[config.mk]
export PLATFORM = sky130hd
export DESIGN_NAME = rs485_rx_packet_parser_flat
export DESIGN_NICKNAME = d
export VERILOG_FILES = /design/src/rtl/rs485_rx_packet_parser_pkg.sv /design/src/rtl/rs485_rx_packet_parser_if.sv /design/src/rtl/rs485_rx_packet_parser_commit_fifo.sv /design/src/rtl/rs485_rx_packet_parser.sv /design/src/flat_wrapper.sv
export SDC_FILE = /design/constraint.sdc
export NUM_CORES = 1
export LEC_CHECK = 0
export CELL_PAD_IN_SITES_DETAIL_PLACEMENT = 0
export CELL_PAD_IN_SITES_GLOBAL_PLACEMENT = 1
export CORE_MARGIN = 8
export CORE_UTILIZATION = 48
export CTS_CLUSTER_DIAMETER = 150
export DETAILED_ROUTE_END_ITERATION = 6
export PLACE_DENSITY = 0.76
export SYNTH_ARGS = -nofsm -noshare
export SYNTH_HDL_FRONTEND = slang
export SYNTH_SLANG_ARGS = --single-unit
[constraint.sdc]
create_clock -name clk -period 3.5 [get_ports clk]
set_input_delay 0.875 -clock clk [delete_from_list [all_inputs] [get_ports clk]]
set_output_delay 0.875 -clock clk [all_outputs]
set_load 0.01 [all_outputs]
[src/rtl/rs485_rx_packet_parser_pkg.sv]
// Shared definitions for the RS-485 receive packet parser: FSM states,
// error codes reported on err_code, and the default start-of-packet marker.
package rs485_rx_packet_parser_pkg;

    typedef enum logic [1:0] {
        ST_IDLE    = 2'd0,
        ST_LEN     = 2'd1,
        ST_PAYLOAD = 2'd2,
        ST_CHK     = 2'd3
    } parser_state_t;

    localparam logic [1:0] ERR_BAD_LEN  = 2'd0;
    localparam logic [1:0] ERR_OVERFLOW = 2'd1;
    localparam logic [1:0] ERR_CHECKSUM = 2'd2;
    localparam logic [1:0] ERR_TIMEOUT  = 2'd3;

    localparam logic [7:0] DEFAULT_SYNC_BYTE = 8'h7E;

    // A LEN byte is legal when it is in 1..max_len.
    function automatic logic len_is_legal(input logic [7:0] len, input int max_len);
        return (len != 8'd0) && (int'(len) <= max_len);
    endfunction

endpackage

[src/rtl/rs485_rx_packet_parser_if.sv]
// Byte-stream input, committed-FIFO read side and packet status of the parser.
// The slave modport is the parser; the master modport is whoever feeds and reads it.
interface rs485_rx_packet_parser_if #(
    parameter int FIFO_DEPTH = 32
);
    localparam int LW = $clog2(FIFO_DEPTH) + 1;

    logic [7:0]    rx_byte;
    logic          rx_valid;
    logic          rd_en;
    logic [7:0]    rd_data;
    logic          rd_valid;
    logic [LW-1:0] fifo_level;
    logic          pkt_ok;
    logic          pkt_err;
    logic [1:0]    err_code;
    logic          busy;

    modport master (
        output rx_byte, rx_valid, rd_en,
        input  rd_data, rd_valid, fifo_level, pkt_ok, pkt_err, err_code, busy
    );

    modport slave (
        input  rx_byte, rx_valid, rd_en,
        output rd_data, rd_valid, fifo_level, pkt_ok, pkt_err, err_code, busy
    );

endinterface

[src/rtl/rs485_rx_packet_parser_commit_fifo.sv]
// Payload buffer with commit/rollback. Writes land at wr_ptr but only become
// readable once commit copies wr_ptr into commit_ptr; rollback discards
// everything written since the last commit. Pointers carry one extra wrap bit.
module rs485_rx_packet_parser_commit_fifo #(
    parameter  int DEPTH = 32,
    localparam int AW    = $clog2(DEPTH)
) (
    input  logic        clk,
    input  logic        rst,
    input  logic        push,
    input  logic [7:0]  push_data,
    input  logic        commit,
    input  logic        rollback,
    input  logic        pop,
    output logic [7:0]  rd_data,
    output logic [AW:0] level,
    output logic [AW:0] free
);
    localparam logic [AW:0] DEPTH_W = (AW+1)'(DEPTH);

    logic [7:0]  mem [DEPTH];
    logic [AW:0] wr_ptr;
    logic [AW:0] commit_ptr;
    logic [AW:0] rd_ptr;
    logic        pop_ok;

    assign pop_ok  = pop && (commit_ptr != rd_ptr);
    assign level   = commit_ptr - rd_ptr;
    assign free    = DEPTH_W - (wr_ptr - rd_ptr);
    assign rd_data = mem[rd_ptr[AW-1:0]];

    // Pointer bookkeeping: write side advances or rolls back, read side never passes commit.
    always_ff @(posedge clk) begin
        if (rst) begin
            wr_ptr     <= '0;
            commit_ptr <= '0;
            rd_ptr     <= '0;
        end else begin
            if (rollback) begin
                wr_ptr <= commit_ptr;
            end else if (push) begin
                wr_ptr <= wr_ptr + 1'b1;
            end
            if (commit) begin
                commit_ptr <= wr_ptr;
            end
            if (pop_ok) begin
                rd_ptr <= rd_ptr + 1'b1;
            end
        end
    end

    // Payload storage; contents survive reset, only the pointers are cleared.
    always_ff @(posedge clk) begin
        if (push) begin
            mem[wr_ptr[AW-1:0]] <= push_data;
        end
    end

endmodule

[src/rtl/rs485_rx_packet_parser.sv]
// Frames SYNC, LEN, payload, CHK packets out of the received byte stream.
// Payload goes into a commit/rollback FIFO so readers only ever see bytes of
// packets whose XOR checksum (seeded with LEN) matched. Bad length, lack of
// room, checksum mismatch and inter-byte timeout drop the packet with pkt_err.
module rs485_rx_packet_parser
    import rs485_rx_packet_parser_pkg::*;
#(
    parameter logic [7:0] SYNC_BYTE      = DEFAULT_SYNC_BYTE,
    parameter int         MAX_LEN        = 16,
    parameter int         FIFO_DEPTH     = 32,
    parameter int         TIMEOUT_CYCLES = 64
) (
    input logic                    clk,
    input logic                    rst,
    rs485_rx_packet_parser_if.slave bus
);
    localparam int AW = $clog2(FIFO_DEPTH);
    localparam int TW = $clog2(TIMEOUT_CYCLES) + 1;
    localparam logic [TW-1:0] TIMER_LAST = TW'(TIMEOUT_CYCLES - 1);

    parser_state_t state;
    parser_state_t next_state;
    logic [7:0]    remaining;
    logic [7:0]    chk;
    logic [TW-1:0] timer;
    logic          timeout;
    logic          push;
    logic          commit;
    logic          rollback;
    logic          ok_next;
    logic          err_next;
    logic [1:0]    code_next;
    logic          pkt_ok_q;
    logic          pkt_err_q;
    logic [1:0]    err_code_q;
    logic [AW:0]   level;
    logic [AW:0]   free;

    rs485_rx_packet_parser_commit_fifo #(
        .DEPTH (FIFO_DEPTH)
    ) u_fifo (
        .clk       (clk),
        .rst       (rst),
        .push      (push),
        .push_data (bus.rx_byte),
        .commit    (commit),
        .rollback  (rollback),
        .pop       (bus.rd_en),
        .rd_data   (bus.rd_data),
        .level     (level),
        .free      (free)
    );

    // A byte arriving on the terminal cycle still wins over the timeout.
    assign timeout = (state != ST_IDLE) && !bus.rx_valid && (timer == TIMER_LAST);

    assign bus.rd_valid   = (level != '0);
    assign bus.fifo_level = level;
    assign bus.busy       = (state != ST_IDLE);
    assign bus.pkt_ok     = pkt_ok_q;
    assign bus.pkt_err    = pkt_err_q;
    assign bus.err_code   = err_code_q;

    // Parser state register.
    always_ff @(posedge clk) begin
        if (rst) begin
            state <= ST_IDLE;
        end else begin
            state <= next_state;
        end
    end

    // Next state plus FIFO controls and packet verdict for this cycle.
    always_comb begin
        next_state = state;
        push       = 1'b0;
        commit     = 1'b0;
        rollback   = 1'b0;
        ok_next    = 1'b0;
        err_next   = 1'b0;
        code_next  = err_code_q;
        if (timeout) begin
            rollback   = 1'b1;
            err_next   = 1'b1;
            code_next  = ERR_TIMEOUT;
            next_state = ST_IDLE;
        end else if (bus.rx_valid) begin
            case (state)
                ST_IDLE: begin
                    if (bus.rx_byte == SYNC_BYTE) begin
                        next_state = ST_LEN;
                    end
                end
                ST_LEN: begin
                    if (!len_is_legal(bus.rx_byte, MAX_LEN)) begin
                        err_next   = 1'b1;
                        code_next  = ERR_BAD_LEN;
                        next_state = ST_IDLE;
                    end else if (int'(bus.rx_byte) > int'(free)) begin
                        err_next   = 1'b1;
                        code_next  = ERR_OVERFLOW;
                        next_state = ST_IDLE;
                    end else begin
                        next_state = ST_PAYLOAD;
                    end
                end
                ST_PAYLOAD: begin
                    push = 1'b1;
                    if (remaining == 8'd1) begin
                        next_state = ST_CHK;
                    end
                end
                ST_CHK: begin
                    if (bus.rx_byte == chk) begin
                        commit  = 1'b1;
                        ok_next = 1'b1;
                    end else begin
                        rollback  = 1'b1;
                        err_next  = 1'b1;
                        code_next = ERR_CHECKSUM;
                    end
                    next_state = ST_IDLE;
                end
                default: next_state = ST_IDLE;
            endcase
        end
    end

    // Byte counter, running checksum, idle timer and registered status pulses.
    always_ff @(posedge clk) begin
        if (rst) begin
            remaining  <= '0;
            chk        <= '0;
            timer      <= '0;
            pkt_ok_q   <= 1'b0;
            pkt_err_q  <= 1'b0;
            err_code_q <= '0;
        end else begin
            pkt_ok_q   <= ok_next;
            pkt_err_q  <= err_next;
            err_code_q <= code_next;
            if ((state == ST_IDLE) || bus.rx_valid) begin
                timer <= '0;
            end else begin
                timer <= timer + 1'b1;
            end
            if ((state == ST_LEN) && bus.rx_valid) begin
                remaining <= bus.rx_byte;
                chk       <= bus.rx_byte;
            end else if (push) begin
                remaining <= remaining - 8'd1;
                chk       <= chk ^ bus.rx_byte;
            end
        end
    end

endmodule

[src/flat_wrapper.sv]
// flat-port wrapper written by rule: the top's interface ports become plain ports
module rs485_rx_packet_parser_flat import rs485_rx_packet_parser_pkg::*;
#(
    parameter logic [7:0] SYNC_BYTE      = DEFAULT_SYNC_BYTE,
    parameter int         MAX_LEN        = 16,
    parameter int         FIFO_DEPTH     = 32,
    parameter int         TIMEOUT_CYCLES = 64
)
  (clk, rst, bus_rx_byte, bus_rx_valid, bus_rd_en, bus_rd_data, bus_rd_valid, bus_fifo_level, bus_pkt_ok, bus_pkt_err, bus_err_code, bus_busy);
  rs485_rx_packet_parser_if #(.FIFO_DEPTH(FIFO_DEPTH)) bus_i ();
  input logic clk;
  input logic rst;
  input wire logic [$bits(bus_i.rx_byte)-1:0] bus_rx_byte;
  input wire logic [$bits(bus_i.rx_valid)-1:0] bus_rx_valid;
  input wire logic [$bits(bus_i.rd_en)-1:0] bus_rd_en;
  output wire logic [$bits(bus_i.rd_data)-1:0] bus_rd_data;
  output wire logic [$bits(bus_i.rd_valid)-1:0] bus_rd_valid;
  output wire logic [$bits(bus_i.fifo_level)-1:0] bus_fifo_level;
  output wire logic [$bits(bus_i.pkt_ok)-1:0] bus_pkt_ok;
  output wire logic [$bits(bus_i.pkt_err)-1:0] bus_pkt_err;
  output wire logic [$bits(bus_i.err_code)-1:0] bus_err_code;
  output wire logic [$bits(bus_i.busy)-1:0] bus_busy;
  assign bus_i.rx_byte = bus_rx_byte;
  assign bus_i.rx_valid = bus_rx_valid;
  assign bus_i.rd_en = bus_rd_en;
  assign bus_rd_data = bus_i.rd_data;
  assign bus_rd_valid = bus_i.rd_valid;
  assign bus_fifo_level = bus_i.fifo_level;
  assign bus_pkt_ok = bus_i.pkt_ok;
  assign bus_pkt_err = bus_i.pkt_err;
  assign bus_err_code = bus_i.err_code;
  assign bus_busy = bus_i.busy;
  rs485_rx_packet_parser #(.SYNC_BYTE(SYNC_BYTE), .MAX_LEN(MAX_LEN), .FIFO_DEPTH(FIFO_DEPTH), .TIMEOUT_CYCLES(TIMEOUT_CYCLES)) u_core (.clk(clk), .rst(rst), .bus(bus_i));
endmodule
Word-level counts from Yosys, hierarchy flattened

Memory sizes are Yosys's and may differ from the RTL's. A register that Yosys moved wholly into a read port is not among the register bits.
Cells that the tools add are included.

Equal/unequal tests: 12
Multiplexer cells: 37
Reduce and logical (&&, ||, !) cells: 19
Magnitude comparators: 2
Bitwise gates (word level): 1
$add $sub $neg: 7

Operators with widths:

| kind                                                           | number |
|---|---|
| 2-to-1 mux 8 bit                                               | 4 |
| 2-to-1 mux 2 bit                                               | 9 |
| 2-to-1 mux 1 bit                                               | 17 |
| adder 6 x 1 -> 6 bit, second input constant                    | 2 |
| 2-to-1 mux 6 bit                                               | 2 |
| subtractor 6 bit                                               | 2 |
| 2-to-1 mux 5 bit                                               | 2 |
| equality test 8 x 1 -> 1 bit, second input constant            | 1 |
| equality test 8 x 7 -> 1 bit, second input constant            | 1 |
| equality test 8 bit                                            | 1 |
| greater-than comparator 8 x 6 -> 1 bit                         | 1 |
| less-or-equal comparator 8 x 5 -> 1 bit, second input constant | 1 |
| case mux 2 bit (4 select lines)                                | 1 |
| nonzero test 2 bit                                             | 4 |
| nonzero test 8 bit                                             | 1 |
| subtractor 8 x 1 -> 8 bit, second input constant               | 1 |
| bitwise XOR 8 bit                                              | 1 |
| adder 7 x 1 -> 7 bit, second input constant                    | 1 |
| equality test 7 x 6 -> 1 bit, second input constant            | 1 |
| != test 6 bit                                                  | 1 |
| nonzero test 6 bit                                             | 1 |
| subtractor 6 bit, first input constant                         | 1 |
| logical AND 1 bit                                              | 5 |
| equality test 2 bit, second input constant                     | 2 |
| other kinds (13)                                               | 15 |

Bits in registers: 47
Memories: 1
Input port bits: 12
Bits in writable memories: 256
Word-level logic and storage cells: 89

Memories:

| memory            | words | width | read ports | clocked after memory_dff | wr ports | line                                     | RTL |
|---|---|---|---|---|---|---|---|
| u_core.u_fifo.mem | 32    | 8     | 1          | 1                        | 1        | rs485_rx_packet_parser_commit_fifo.sv:21 | `logic [7:0] mem [DEPTH];` |

Longest topological paths before layout

Depth after elaboration: 8
Depth in mapped cells: 14
Mapped depth without buffers: 14

Hierarchy

From an unflattened synthesis, not the netlist that was laid out.

Cells, all modules: 801
Area total of the unflattened synthesis: 12924.9 µm²

By module, submodules not included:

| module                             | cells each | seq. area each (µm²) | times used | area each (µm²) |
|---|---|---|---|---|
| rs485_rx_packet_parser_commit_fifo | 591        | 8147.8               | 1          | 11165.7 |
| rs485_rx_packet_parser             | 210        | 580.6                | 1          | 1759.2 |

Worst setup path before layout

Ideal clock, no wire load.

Path kind: reg-to-reg
From: reg u_core.u_fifo.wr_ptr[2]
To: reg u_core.err_code_q[1] (netlist: u_core.bus.err_code[1])
Path buffers: 1
Cell stages (with the launch flop): 13
Clock period less this slack: 3404 ps
Arrival time: 3288 ps
Setup slack: 96 ps
Library setup time: 116 ps
Cell sequence: dfxtp_1 > clkbuf_1 > inv_1 > ha_1 > fa_1 > a21o_1 > a21oi_1 > xnor2_1 > ha_1 > a2111oi_1 > o21bai_1 > or4b_1 > and4_1

Word-level cells in the longest chain between the ends: 5

Ends and longest elaborated chain:

| what                                    | line                                     | RTL |
|---|---|---|
| from (decl)                             | rs485_rx_packet_parser_commit_fifo.sv:22 | `logic [AW:0] wr_ptr;` |
| from (signal assigned)                  | rs485_rx_packet_parser_commit_fifo.sv:40 | `wr_ptr <= commit_ptr;` |
| from (signal assigned)                  | rs485_rx_packet_parser_commit_fifo.sv:42 | `wr_ptr <= wr_ptr + 1'b1;` |
| subtractor 6 bit (2 in series)          | rs485_rx_packet_parser_commit_fifo.sv:29 | `assign free = DEPTH_W - (wr_ptr - rd_ptr);` |
| greater-than comparator 8 x 6 -> 1 bit  | rs485_rx_packet_parser.sv:99             | `end else if (int'(bus.rx_byte) > int'(free)) begin` |
| != test 4 x 3 -> 1 bit (no source line) | -                                        |  |
| AND reduction 4 bit (no source line)    | -                                        |  |
| to (signal assigned)                    | rs485_rx_packet_parser.sv:141            | `err_code_q <= code_next;` |
| to (decl)                               | rs485_rx_packet_parser.sv:35             | `logic [1:0] err_code_q;` |

Every way passes these cells.
A chain may end at the register's enable or synchronous reset.

Final worst setup path

From: reg u_core.u_fifo.commit_ptr[0]
To: out bus_rd_valid

Word-level cells in the longest chain between the ends: 2

Ends and longest elaborated chain:

| what                   | line                                     | RTL |
|---|---|---|
| from (decl)            | rs485_rx_packet_parser_commit_fifo.sv:23 | `logic [AW:0] commit_ptr;` |
| from (signal assigned) | rs485_rx_packet_parser_commit_fifo.sv:45 | `commit_ptr <= wr_ptr;` |
| subtractor 6 bit       | rs485_rx_packet_parser_commit_fifo.sv:28 | `assign level = commit_ptr - rd_ptr;` |
| nonzero test 6 bit     | rs485_rx_packet_parser.sv:57             | `assign bus.rd_valid = (level != '0);` |
| to (decl)              | flat_wrapper.sv:17                       | `output wire logic [$bits(bus_i.rd_valid)-1:0] bus_rd_valid;` |

Every way passes these cells.

==> metrics <==
register area share after synthesis approximately two thirds; Num CTS Buffers 31; PortBufs 31; DR DRC count 0; Area growth syn-to-layout 18.5%; syn_area_per_cell between 15 and 20 um^2; pwr dens just under 500 nW/um^2; Core Footprint 26900 um^2; critical path endpoint category output pin; Max Cap Viol 0; commonest register cell after synthesis edfxtp_1; worst clock skew approximately 0.014 ns; CP delay by family, top simple AND/OR/NAND/NOR gates; Data required, critical path between 2 and 3 ns; Pre-antenna DRT Iters 5; CP Depth 7; Worst setup SP type register; dpl hpwl between 15000 and 20000 um; routed vias ~7.4k; Post-synth EDFFs between 200 and 300; Slew Viols, Final 0; Die Span Y about 180 um; biggest cell delay along the critical path between 0.5 and 0.6 ns; vias in the first global route just under 8k; critical-path cell list inv_2 -> ha_2 -> fa_2 -> inv_1 -> or3_1 -> or4_1 -> buf_2; Max Fclk between 200 and 300 MHz; Initial DRC Count between 500 and 600; first-pass GRT wire length 44900 um; Synth async-reset ratio 0%; hold-critical path depth 1; Post-Syn Instances around 820; Final Cycle Share 99.1%; clk slew on worst S/H paths 0.06 ns; num rows 60; CTS tree done; fillers roughly 2.1k; RSZ-0062 raised after global routing yes; layout cell share with drive strength beyond 1 about a quarter; GRT Overall Usage 17.5%; worst relative slew slack roughly 59%; Power, Total around 7.6 mW; actual slew at the worst max-slew pin 0.618 ns; final hold slack roughly 0.44 ns; largest net degree at the start of global routing 39; critical path class register to output pin; YS warnings 0; routed vias/inst roughly 5.8; Arr. time, crit path around 2.6 ns; layout net count 966; clock sinks between 300 and 400; status completed; Avg WL per Cell approximately 22 um; hold-fix buffer count after cts 0; setup violators final 0; clk_lat worst skew about 0.57 ns; Final ANT Viol Nets 0; min Tclk post-route roughly 3.5 ns; synthesized cell area around 13000 um^2; I/O pin cnt 32; Max IR drop VDD between 0.0003 and 0.0004 V; die width between 150 and 200 um; CTS max path bufs 3; clock root buffer master clkbuf_16; crit-path max FO 2; wirelength, routed roughly 29000 um; total grt overflow 0; antenna violations before repair 0; htree depth 1; diode count 0; Leak roughly 5.1 nW; Critical-path top delay cell fa_2; Initial Util 48.9%; FF-to-FF path depth 15; Yosys cell types 61; gpl congestion between 0.8 and 0.9; final hold vios 0; total nets after synthesis 857; CP bufs+invs 3; Worst Hold Class register to register; die area approximately 33000 um^2; #FFs+latches synth between 300 and 400
## final cells by class
type                       count  area, um^2  share of cell area [%]
inverter                      27         101                   0.652
multi-input combinational    435        4130                    26.6
clock buffer                  37         808                    5.20
tap                          341         427                    2.74
sequential                   308        8740                    56.2
timing repair buffer         121        1070                    6.87
clock inverter                21         272                    1.75
## final timing paths
| kind | from | endpoint | slack (ns) |
|---|---|---|---|
| worst min-delay path | u_core.timer[0]$_SDFF_PP0_ | u_core.timer[0]$_SDFF_PP0_ | 0.44 |
| worst max register to register | u_core.u_fifo.rd_ptr[0]$_SDFFE_PP0P_ | u_core.bus.err_code[1]$_SDFFE_PP0P_ | 0.21 |
| worst max-delay path | u_core.u_fifo.commit_ptr[0]$_SDFFE_PP0P_ | bus_rd_valid | 0.03 |
| worst min register to register | u_core.timer[0]$_SDFF_PP0_ | u_core.timer[0]$_SDFF_PP0_ | 0.44 |
## cells in the final DEF, fill, tap and decap left out, drive strengths merged, types with 4 or more instances in the layout
cell type	count
nand3	20
inv	28
clkbuf	38
a31oi	4
mux2i	41
nor2	65
dfxtp	52
nand2	28
o311a	4
o211ai	6
a221oi	9
buf	91
mux4	64
edfxtp	256
nor2b	5
nor4	8
o21ai	18
xnor2	23
clkinv	12
ha	28
nand4	7
bufinv	6
dlygate4sd2	4
nand3b	4
clkdlybuf4s50	21
or3	8
a22o	8
nor3	13
o21bai	5
a21oi	25
xor2	5
## report_power, final
part,leakage [nW],switching [mW],internal [mW]
clock network,0.523,1.37,2.09
registers,2.72,0.000166,3.96
logic,1.87,0.0921,0.0394
total,5.12,1.46,6.09
## kinds of logic (layout without fill, tap and decap cells)
logic type                 count (synthesis)  after routing  synth area share (%)
buffers and inverters                     72            206                  2.83
and+or+nand+nor                          173            173                  6.62
muxes                                    105            105                  14.1
DFF                                      308            308                  66.5
xor gates and xnor gates                  28             28                  1.87
adders and majority gates                 30             30                  2.97
AOI/OAI and AO/OA                         99             99                  5.14
## cells in the mapped netlist (5+ instances only)
| cell | count | area, um^2 |
|---|---|---|
| buf_2 | 5 | 25.0 |
| a21oi_1 | 25 | 125 |
| edfxtp_1 | 256 | 7690 |
| nor3_1 | 12 | 60.1 |
| o21bai_1 | 5 | 37.5 |
| dfxtp_1 | 52 | 1040 |
| or3_1 | 8 | 50.1 |
| nor4_1 | 6 | 37.5 |
| nand4_1 | 7 | 43.8 |
| o211ai_1 | 6 | 45.0 |
| ha_1 | 28 | 350 |
| nor2_1 | 64 | 240 |
| o21ai_0 | 15 | 75.1 |
| a221oi_1 | 9 | 78.8 |
| xor2_1 | 5 | 43.8 |
| nand3_1 | 20 | 100 |
| nand2_1 | 28 | 105 |
| xnor2_1 | 23 | 201 |
| mux4_2 | 64 | 1440 |
| mux2i_1 | 41 | 410 |
| clkbuf_1 | 21 | 78.8 |
| a22o_1 | 8 | 70.1 |
| buf_4 | 6 | 45.0 |
| buf_1 | 5 | 18.8 |
| inv_1 | 27 | 101 |
| nor2b_1 | 5 | 31.3 |
## metal layers
layer	part of all wire [%]	track usage, %	wire (um)
met1	42	22.4	12300
met2	50	30.4	14500
met3	5.0	3.07	1440
met4	2.3	4.89	674
met5	0	0	0
## state kept, by name (all words and copies together) (netlist names), named ones only
signal and flops:
u_core.bus.pkt_ok 1, u_core.u_fifo.commit_ptr 6, u_core.state 1, u_core.bus.pkt_err 1, u_core.u_fifo.wr_ptr 6, u_core.remaining 8, u_core.u_fifo.rd_ptr 6, u_core.u_fifo.mem 256
u_core.timer 7, u_core.bus.err_code 2, u_core.chk 8
## worst reg2reg max path: stages (launching register included)
cell and delay [ns]:
dfxtp_1 0.32, buf_4 0.15, inv_1 0.06, ha_1 0.14
inv_1 0.04, ha_1 0.20, fa_1 0.41, a21o_1 0.17
a21oi_1 0.17, xnor2_1 0.10, ha_1 0.33, nand2_1 0.06
nor4_1 0.24, o21bai_1 0.14, or4b_1 0.47, and4_1 0.18
## per-stage QoR
step,TNS (ns),setup slack [ns],area (um^2),std cells,utilization [%]
finish,0,0.0298,15600,1290,57.9
global placement,0,0.0577,14300,1222,53.0
detailed placement,0,0.0351,14300,1222,53.0
floorplan,0,0.0961,13100,815,-
CTS,-0.0752,-0.0413,15400,1284,57.4
global route,-0.0581,-0.0450,15600,1290,57.9
## repair_timing
action,CTS,global route
buffers inserted,3,6
setup endpoints to repair,10,12
cloned,1,0
pin swaps,2,1
resized for setup,30,26
Note: power is estimated with default switching activity, not from simulation.
